**src/rtl/axil_uart_pkg.sv**
```systemverilog
// Shared constants and state encoding for the AXI-Lite UART bridge driver.
package axil_uart_pkg;

    localparam logic [7:0] REG_RX_FIFO = 8'h00;
    localparam logic [7:0] REG_TX_FIFO = 8'h04;
    localparam logic [7:0] REG_STAT    = 8'h08;
    localparam logic [7:0] REG_CTRL    = 8'h0C;

    localparam int STAT_RX_VALID = 0;
    localparam int STAT_TX_FULL  = 3;
    localparam int STAT_ERR_LSB  = 5;

    localparam logic [7:0] CTRL_RST_FIFOS = 8'h03;

    localparam logic [1:0] RESP_OKAY   = 2'b00;
    localparam logic [1:0] RESP_SLVERR = 2'b10;
    localparam logic [1:0] RESP_DECERR = 2'b11;

    typedef enum logic [3:0] {
        ST_INIT_W,
        ST_INIT_B,
        ST_POLL_AR,
        ST_POLL_R,
        ST_RX_AR,
        ST_RX_R,
        ST_TX_W,
        ST_TX_B,
        ST_GAP
    } state_t;

endpackage

```
**src/rtl/axil_uart_driver.sv**
```systemverilog
// AXI4-Lite initiator that polls the UART bridge and turns its FIFOs into byte streams.
//
// state      | meaning
// INIT_W     | write CTRL=0x3 to flush both bridge FIFOs
// INIT_B     | wait for the CTRL write response
// POLL_AR    | read address phase of a STAT poll
// POLL_R     | STAT data phase; snapshot taken and next action chosen
// RX_AR      | read address phase of an RX FIFO read
// RX_R       | RX FIFO data phase; byte handed to rx_byte/rx_valid
// TX_W       | write pending byte to TX FIFO
// TX_B       | wait for the TX FIFO write response
// GAP        | idle countdown between polls
module axil_uart_driver
    import axil_uart_pkg::*;
#(
    parameter int C_S_AXI_ADDR_WIDTH = 4,
    parameter int C_S_AXI_DATA_WIDTH = 32,
    parameter int C_POLL_GAP         = 16,
    parameter int C_RESET_FIFOS      = 1
) (
    input  logic                            S_AXI_ACLK,
    input  logic                            S_AXI_ARESETN,
    input  logic [7:0]                      tx_byte,
    input  logic                            tx_valid,
    output logic                            tx_ready,
    output logic [7:0]                      rx_byte,
    output logic                            rx_valid,
    input  logic                            rx_ready,
    output logic [2:0]                      err_flags,
    output logic                            bus_err,
    input  logic                            err_clear,
    output logic [C_S_AXI_ADDR_WIDTH-1:0]   M_AXI_AWADDR,
    output logic                            M_AXI_AWVALID,
    input  logic                            M_AXI_AWREADY,
    output logic [C_S_AXI_DATA_WIDTH-1:0]   M_AXI_WDATA,
    output logic [C_S_AXI_DATA_WIDTH/8-1:0] M_AXI_WSTRB,
    output logic                            M_AXI_WVALID,
    input  logic                            M_AXI_WREADY,
    input  logic [1:0]                      M_AXI_BRESP,
    input  logic                            M_AXI_BVALID,
    output logic                            M_AXI_BREADY,
    output logic [C_S_AXI_ADDR_WIDTH-1:0]   M_AXI_ARADDR,
    output logic                            M_AXI_ARVALID,
    input  logic                            M_AXI_ARREADY,
    input  logic [C_S_AXI_DATA_WIDTH-1:0]   M_AXI_RDATA,
    input  logic [1:0]                      M_AXI_RRESP,
    input  logic                            M_AXI_RVALID,
    output logic                            M_AXI_RREADY
);

    localparam int GAP_W = (C_POLL_GAP > 1) ? $clog2(C_POLL_GAP) : 1;
    localparam logic [GAP_W-1:0] GAP_LOAD = (C_POLL_GAP > 0) ? GAP_W'(C_POLL_GAP - 1) : '0;
    localparam state_t ST_RESET = (C_RESET_FIFOS != 0) ? ST_INIT_W : ST_POLL_AR;
    localparam state_t ST_IDLE  = (C_POLL_GAP != 0) ? ST_GAP : ST_POLL_AR;

    state_t             state_q, state_d;
    logic               run_q;
    logic               aw_done_q, w_done_q;
    logic [GAP_W-1:0]   gap_cnt_q;
    logic               snap_tx_full_q;
    logic [7:0]         rx_byte_q;
    logic               rx_valid_q;
    logic [7:0]         tx_byte_q;
    logic               tx_pending_q;
    logic [2:0]         err_flags_q;
    logic               bus_err_q;

    logic               is_w;
    logic               aw_hs, w_hs, ar_hs, r_hs, b_hs, w_all;
    logic               r_ok;
    logic [2:0]         new_flags;
    logic               new_bus_err;
    logic               unused_rdata;

    // run_q keeps every VALID low while in reset and for the first cycle after release
    assign is_w          = (state_q == ST_INIT_W) || (state_q == ST_TX_W);
    assign M_AXI_AWVALID = run_q && is_w && !aw_done_q;
    assign M_AXI_WVALID  = run_q && is_w && !w_done_q;
    assign M_AXI_AWADDR  = (state_q == ST_INIT_W) ? C_S_AXI_ADDR_WIDTH'(REG_CTRL)
                                                  : C_S_AXI_ADDR_WIDTH'(REG_TX_FIFO);
    assign M_AXI_WDATA   = (state_q == ST_INIT_W) ? C_S_AXI_DATA_WIDTH'(CTRL_RST_FIFOS)
                                                  : C_S_AXI_DATA_WIDTH'(tx_byte_q);
    assign M_AXI_WSTRB   = '1;
    assign M_AXI_BREADY  = (state_q == ST_INIT_B) || (state_q == ST_TX_B);
    assign M_AXI_ARVALID = run_q && ((state_q == ST_POLL_AR) || (state_q == ST_RX_AR));
    assign M_AXI_ARADDR  = (state_q == ST_RX_AR) ? C_S_AXI_ADDR_WIDTH'(REG_RX_FIFO)
                                                 : C_S_AXI_ADDR_WIDTH'(REG_STAT);
    assign M_AXI_RREADY  = (state_q == ST_POLL_R) || (state_q == ST_RX_R);

    assign aw_hs = M_AXI_AWVALID && M_AXI_AWREADY;
    assign w_hs  = M_AXI_WVALID && M_AXI_WREADY;
    assign ar_hs = M_AXI_ARVALID && M_AXI_ARREADY;
    assign r_hs  = M_AXI_RVALID && M_AXI_RREADY;
    assign b_hs  = M_AXI_BVALID && M_AXI_BREADY;
    assign w_all = (aw_done_q || aw_hs) && (w_done_q || w_hs);
    assign r_ok  = (M_AXI_RRESP == RESP_OKAY);

    assign new_flags   = ((state_q == ST_POLL_R) && r_hs && r_ok)
                         ? M_AXI_RDATA[STAT_ERR_LSB +: 3] : 3'b000;
    assign new_bus_err = (r_hs && !r_ok) || (b_hs && (M_AXI_BRESP != RESP_OKAY));
    assign unused_rdata = &{1'b0, M_AXI_RDATA[C_S_AXI_DATA_WIDTH-1:8]};

    assign tx_ready  = !tx_pending_q;
    assign rx_byte   = rx_byte_q;
    assign rx_valid  = rx_valid_q;
    assign err_flags = err_flags_q;
    assign bus_err   = bus_err_q;

    always_ff @(posedge S_AXI_ACLK or negedge S_AXI_ARESETN) begin
        if (!S_AXI_ARESETN) begin
            state_q <= ST_RESET;
        end else begin
            state_q <= state_d;
        end
    end

    always_comb begin
        state_d = state_q;
        case (state_q)
            ST_INIT_W:  if (w_all) state_d = ST_INIT_B;
            ST_INIT_B:  if (b_hs)  state_d = ST_POLL_AR;
            ST_POLL_AR: if (ar_hs) state_d = ST_POLL_R;
            ST_POLL_R: begin
                if (r_hs) begin
                    if (!r_ok)
                        state_d = ST_IDLE;
                    else if (M_AXI_RDATA[STAT_RX_VALID] && !rx_valid_q)
                        state_d = ST_RX_AR;
                    else if (tx_pending_q && !M_AXI_RDATA[STAT_TX_FULL])
                        state_d = ST_TX_W;
                    else
                        state_d = ST_IDLE;
                end
            end
            ST_RX_AR:   if (ar_hs) state_d = ST_RX_R;
            // TX room is judged from the poll snapshot; only this block fills the TX FIFO
            ST_RX_R:    if (r_hs)  state_d = (tx_pending_q && !snap_tx_full_q) ? ST_TX_W : ST_IDLE;
            ST_TX_W:    if (w_all) state_d = ST_TX_B;
            ST_TX_B:    if (b_hs)  state_d = ST_IDLE;
            ST_GAP:     if (gap_cnt_q == '0) state_d = ST_POLL_AR;
            default:    state_d = ST_RESET;
        endcase
    end

    always_ff @(posedge S_AXI_ACLK or negedge S_AXI_ARESETN) begin
        if (!S_AXI_ARESETN) begin
            run_q          <= 1'b0;
            aw_done_q      <= 1'b0;
            w_done_q       <= 1'b0;
            gap_cnt_q      <= '0;
            snap_tx_full_q <= 1'b0;
            rx_byte_q      <= 8'h00;
            rx_valid_q     <= 1'b0;
            tx_byte_q      <= 8'h00;
            tx_pending_q   <= 1'b0;
            err_flags_q    <= 3'b000;
            bus_err_q      <= 1'b0;
        end else begin
            run_q <= 1'b1;

            aw_done_q <= (is_w && !w_all) ? (aw_done_q || aw_hs) : 1'b0;
            w_done_q  <= (is_w && !w_all) ? (w_done_q || w_hs) : 1'b0;

            if ((state_d == ST_GAP) && (state_q != ST_GAP))
                gap_cnt_q <= GAP_LOAD;
            else if ((state_q == ST_GAP) && (gap_cnt_q != '0))
                gap_cnt_q <= gap_cnt_q - 1'b1;

            if ((state_q == ST_POLL_R) && r_hs)
                snap_tx_full_q <= M_AXI_RDATA[STAT_TX_FULL];

            if ((state_q == ST_RX_R) && r_hs && r_ok) begin
                rx_byte_q  <= M_AXI_RDATA[7:0];
                rx_valid_q <= 1'b1;
            end else if (rx_valid_q && rx_ready) begin
                rx_valid_q <= 1'b0;
            end

            if (tx_valid && !tx_pending_q) begin
                tx_byte_q    <= tx_byte;
                tx_pending_q <= 1'b1;
            end else if ((state_q == ST_TX_B) && b_hs) begin
                tx_pending_q <= 1'b0;
            end

            err_flags_q <= (err_clear ? 3'b000 : err_flags_q) | new_flags;
            bus_err_q   <= (bus_err_q && !err_clear) || new_bus_err;
        end
    end

endmodule

```
**config.mk**
```make
export PLATFORM = sky130hd
export DESIGN_NAME = axil_uart_driver
export DESIGN_NICKNAME = d
export VERILOG_FILES = /design/src/rtl/axil_uart_pkg.sv /design/src/rtl/axil_uart_driver.sv
export SDC_FILE = /design/constraint.sdc
export NUM_CORES = 1
export LEC_CHECK = 0
export ABC_AREA = 1
export CAP_MARGIN = 0
export CORE_MARGIN = 4
export CORE_UTILIZATION = 41
export CTS_BUF_LIST = sky130_fd_sc_hd__clkbuf_16
export CTS_CLUSTER_DIAMETER = 100
export CTS_CLUSTER_SIZE = 10
export DETAILED_ROUTE_END_ITERATION = 10
export PLACE_DENSITY = 0.87
export SYNTH_ARGS = -nofsm -noshare
export SYNTH_HDL_FRONTEND = slang
export SYNTH_SLANG_ARGS = --single-unit
```
**constraint.sdc**
```tcl
create_clock -name S_AXI_ACLK -period 4.4 [get_ports S_AXI_ACLK]
set_clock_uncertainty 0.1 [all_clocks]
set_input_delay 1.1 -clock S_AXI_ACLK [delete_from_list [all_inputs] [get_ports S_AXI_ACLK]]
set_output_delay 1.1 -clock S_AXI_ACLK [all_outputs]
set_load 0.01 [all_outputs]
```
## Word-level counts from Yosys, hierarchy flattened

Cells that the tools add are included.

- Register bits: 34

- Add/sub/neg operators: 1
- Equality and inequality tests: 10
- Muxes and demuxes: 27
- Bitwise operators: 1
- Reductions and logical operators: 51

Operators by type and width:

| kind | number |
|---|---|
| $mux 4 | 17 |
| $pmux 4 s9 | 1 |
| $logic_and 1x1->1 | 26 |
| $eq 4x3->1 const B | 4 |
| $logic_not 1->1 | 9 |
| $eq 4x2->1 const B | 2 |
| $eq 4x4->1 const B | 2 |
| $logic_not 4->1 | 2 |
| $logic_or 1x1->1 | 8 |
| $mux 8 | 1 |
| $reduce_bool 2->1 | 4 |
| $mux 1 | 6 |
| $mux 3 | 2 |
| $eq 4x1->1 const B | 1 |
| $ne 4x4->1 const B | 1 |
| $reduce_bool 4->1 | 1 |
| $sub 4x1->4 const B | 1 |
| $or 3x3->3 | 1 |
| $logic_not 2->1 | 1 |

## Longest topological paths before layout

- Depth after elaboration: 12
- Gate-level depth with buffers: 10
- Gate-level depth less buffers: 10

## Worst setup path after synthesis

No wires, ideal clock.

- Path kind: reg2out
- Start: register state_q[3]
- End: output port M_AXI_WDATA[0]
- Arrival: 1.144 ns
- Slack: 2.056 ns
- Stages on the path, launching flop included: 5
- Cells stage by stage: dfrtp_1 > nor2_1 > nand2_1 > clkinv_1 > or2_2

- Cells in the longest elaborated chain, start to end: 2

Ends and longest elaborated chain:

| element | line | source |
|---|---|---|
| start: declaration | axil_uart_driver.sv:56 | `state_t state_q, state_d;` |
| start signal: assignment | axil_uart_driver.sv:113 | `state_q <= state_d;` |
| $logic_not 4->1 | axil_uart_driver.sv:81 | `assign M_AXI_WDATA = (state_q == ST_INIT_W) ? C_S_AXI_DATA_WIDTH'(CTRL_RST_FIFOS)` |
| $mux 8 | axil_uart_driver.sv:81 |  |
| end: declaration | axil_uart_driver.sv:35 | `output logic [C_S_AXI_DATA_WIDTH-1:0] M_AXI_WDATA,` |

Every way passes these cells.

## Worst setup path after layout

Ends and elaborated chain as after synthesis.

==> impl_metrics.ini <==
[outcome]
outcome = finished clean

[cts]
cts-buffers-inserted = 5
clk_latency_ns = 0.27
cts-root-buf = clkbuf_16
cts_hold_buf = 0
cts_resized = 0
postCtsSetupBuffers = 0
clock-sinks = 34
htreeDepth = 2
clockBufferDepth = 2
path_clk_slew_ns = 0.05
cts_tree = built

[worst_hold_path]
min-delay-start = rx_byte[5]
hp-class = flop to flop
hold_path_depth = 2

[critical_path]
critical_path_class = flop to primary output
cp_max_fo = 9
required_ns = 3.20
arrival_ns = 2.02
crit_start = state_q[3]
r2r-start = state_q[3]
end_kind = primary output
critPathLaunchType = flop
reg2reg_depth = 9

[place]
dp_cells = 353
gp_congestion = 0.7653
dpl_cell_area_um2 = 2470
io_buffers = 58
place_hpwl_um = 3406

[floorplan]
die_h_um = 77.20
core-area_um2 = 4504
die_area_um2 = 5959
start_util = 0.4358
io-pin-count = 117
row_count = 24
dieWidth_um = 77.20

[global_routing]
grt_max_degree = 35
grt_remaining_overflow = 0
grt_pass1_vias = 1588
grt_usage = 0.1456
antenna_found_initial = 0
grt_first_pass_wirelength_um = 7017

[sta]
max_freq_ghz = 0.3105
finalHoldViolations = 0
whs_ns = 0.3935
maxSlewViolCount = 0
setup_viol = 0
grt_setup_unrepaired = false
fin_crit_ns = 3.220
fin_crit_sh = 0.7319
tns_ns = 0

[detailed_routing]
drc = 0
firstDrtPassIters = 5
ant_nets = 0
routedWlPerCell_um = 11.89
vias = 1670
via_per_inst = 4.652
drtIter0Drc = 74
wl_um = 4270

[synth]
syn_inst = 245
synth-seq-cells = 34
syn_area_um2 = 1963
ys_seq_area_frac = 0.4334
yosysUniqueCellTypes = 32
syn-mean-instance-area_um2 = 8.013
yosysWarnings = 0

[layout]
layout.cells.most_common = clkdlybuf4s50_1
synthToLayoutAreaGrowth_pct = 32.38
final_util = 0.5769
n_antenna_cell = 0
final_cells = 359
stdcell_area_um2 = 2599
drive_gt1_frac = 0.07818
final_nets = 363
nFillCells = 396
layout_common_cells = 58 x clkdlybuf4s50_1, 46 x nand2_1, 38 x inv_1

[run]
drv_cap = 0

[power_and_ir_drop]
peakVddDrop_mv = 0.2877
p_leak_nw = 1.318
power_density_nw_per_um2 = 504.0
synthesized netlist by cell type (all sizes together):
cell,instances,share of area
mux2,6,0.036
nor3,2,0.011
o21ai,11,0.030
nor2,30,0.062
o22ai,5,0.016
inv,39,0.075
a21oi,8,0.020
a211oi,1,0.0038
o221ai,1,0.0045
nand3,10,0.028
o31ai,1,0.0038
ha,1,0.0064
nand4,1,0.0032
nand2,49,0.098
clkbuf,1,0.0019
xor2,2,0.0089
or2,3,0.0096
a31oi,1,0.0032
conb,2,0.0038
clkinv,1,0.0019
buf,35,0.14
o211ai,1,0.0038
dfrtp,34,0.43
area by class of cell:
type                       instances  area [µm²]  share of cell area
clock buffer                       5       125.1             0.04815
inverter                          40       150.1             0.05778
multi-input combinational        168       815.8              0.3139
tap                               52       65.06             0.02504
clock inverter                     1       3.754            0.001444
sequential                        34       850.8              0.3274
timing repair buffer              59       588.1              0.2263
sequential cells by signal (all words and copies together), names as in the netlist, 3 cells and up:
register	count
err_flags	3
gap_cnt_q	4
tx_byte_q	8
state_q	4
rx_byte	8
where the power goes:
part           total, mW  switching [mW]  internal, mW
registers          0.435          0.0413         0.394
logic              0.562           0.281         0.281
clock network      0.312           0.112         0.200
total               1.31           0.434         0.875
logic make-up after synthesis:
group | count (synthesis) | share of synthesized area
AO/OA/AOI/OAI | 29 | 0.08541
XOR/XNOR | 2 | 0.008925
adder cells (fa/ha/maj) | 1 | 0.006372
buffers and inverters | 76 | 0.2141
flip-flops | 34 | 0.4334
multiplexers | 6 | 0.03632
other | 2 | 0.003826
AND/OR/NAND/NOR | 95 | 0.2116
layer usage:
layer	up-vias	global-route usage	part of all wire
met5	-	0	0
met4	0	0.06228	0
met3	0	0.05152	0.089
met2	77	0.2487	0.51
met1	779	0.1632	0.40
li1	814	-	-
critical path: stages (launching register included):
cell             delay [ns]
dfrtp_1                0.43
nor2_1                 0.11
nand2_1                0.14
clkinv_1               0.23
or2_2                  0.34
clkdlybuf4s50_1        0.49
stage by stage:
step                      power (mW)  worst slack [ns]
after CTS                      1.324             1.161
after detailed placement       1.005             1.445
final                          1.310             1.180
after floorplan               0.7440             2.056
after global placement        0.9869             1.443
after global routing           1.400             1.012
final timing paths:
| kind | to | slack (ns) |
|---|---|---|
| setup / recovery | M_AXI_WDATA[0] | 1.18 |
| hold / removal | rx_byte[5] | 0.39 |
| setup reg to reg | gap_cnt_q[2] | 2.79 |
| hold reg to reg | rx_byte[5] | 0.39 |
| max in group asynchronous | gap_cnt_q[2] | 2.76 |
| min in group asynchronous | err_flags[2] | 1.13 |
Power figures use the tool's default switching activity.
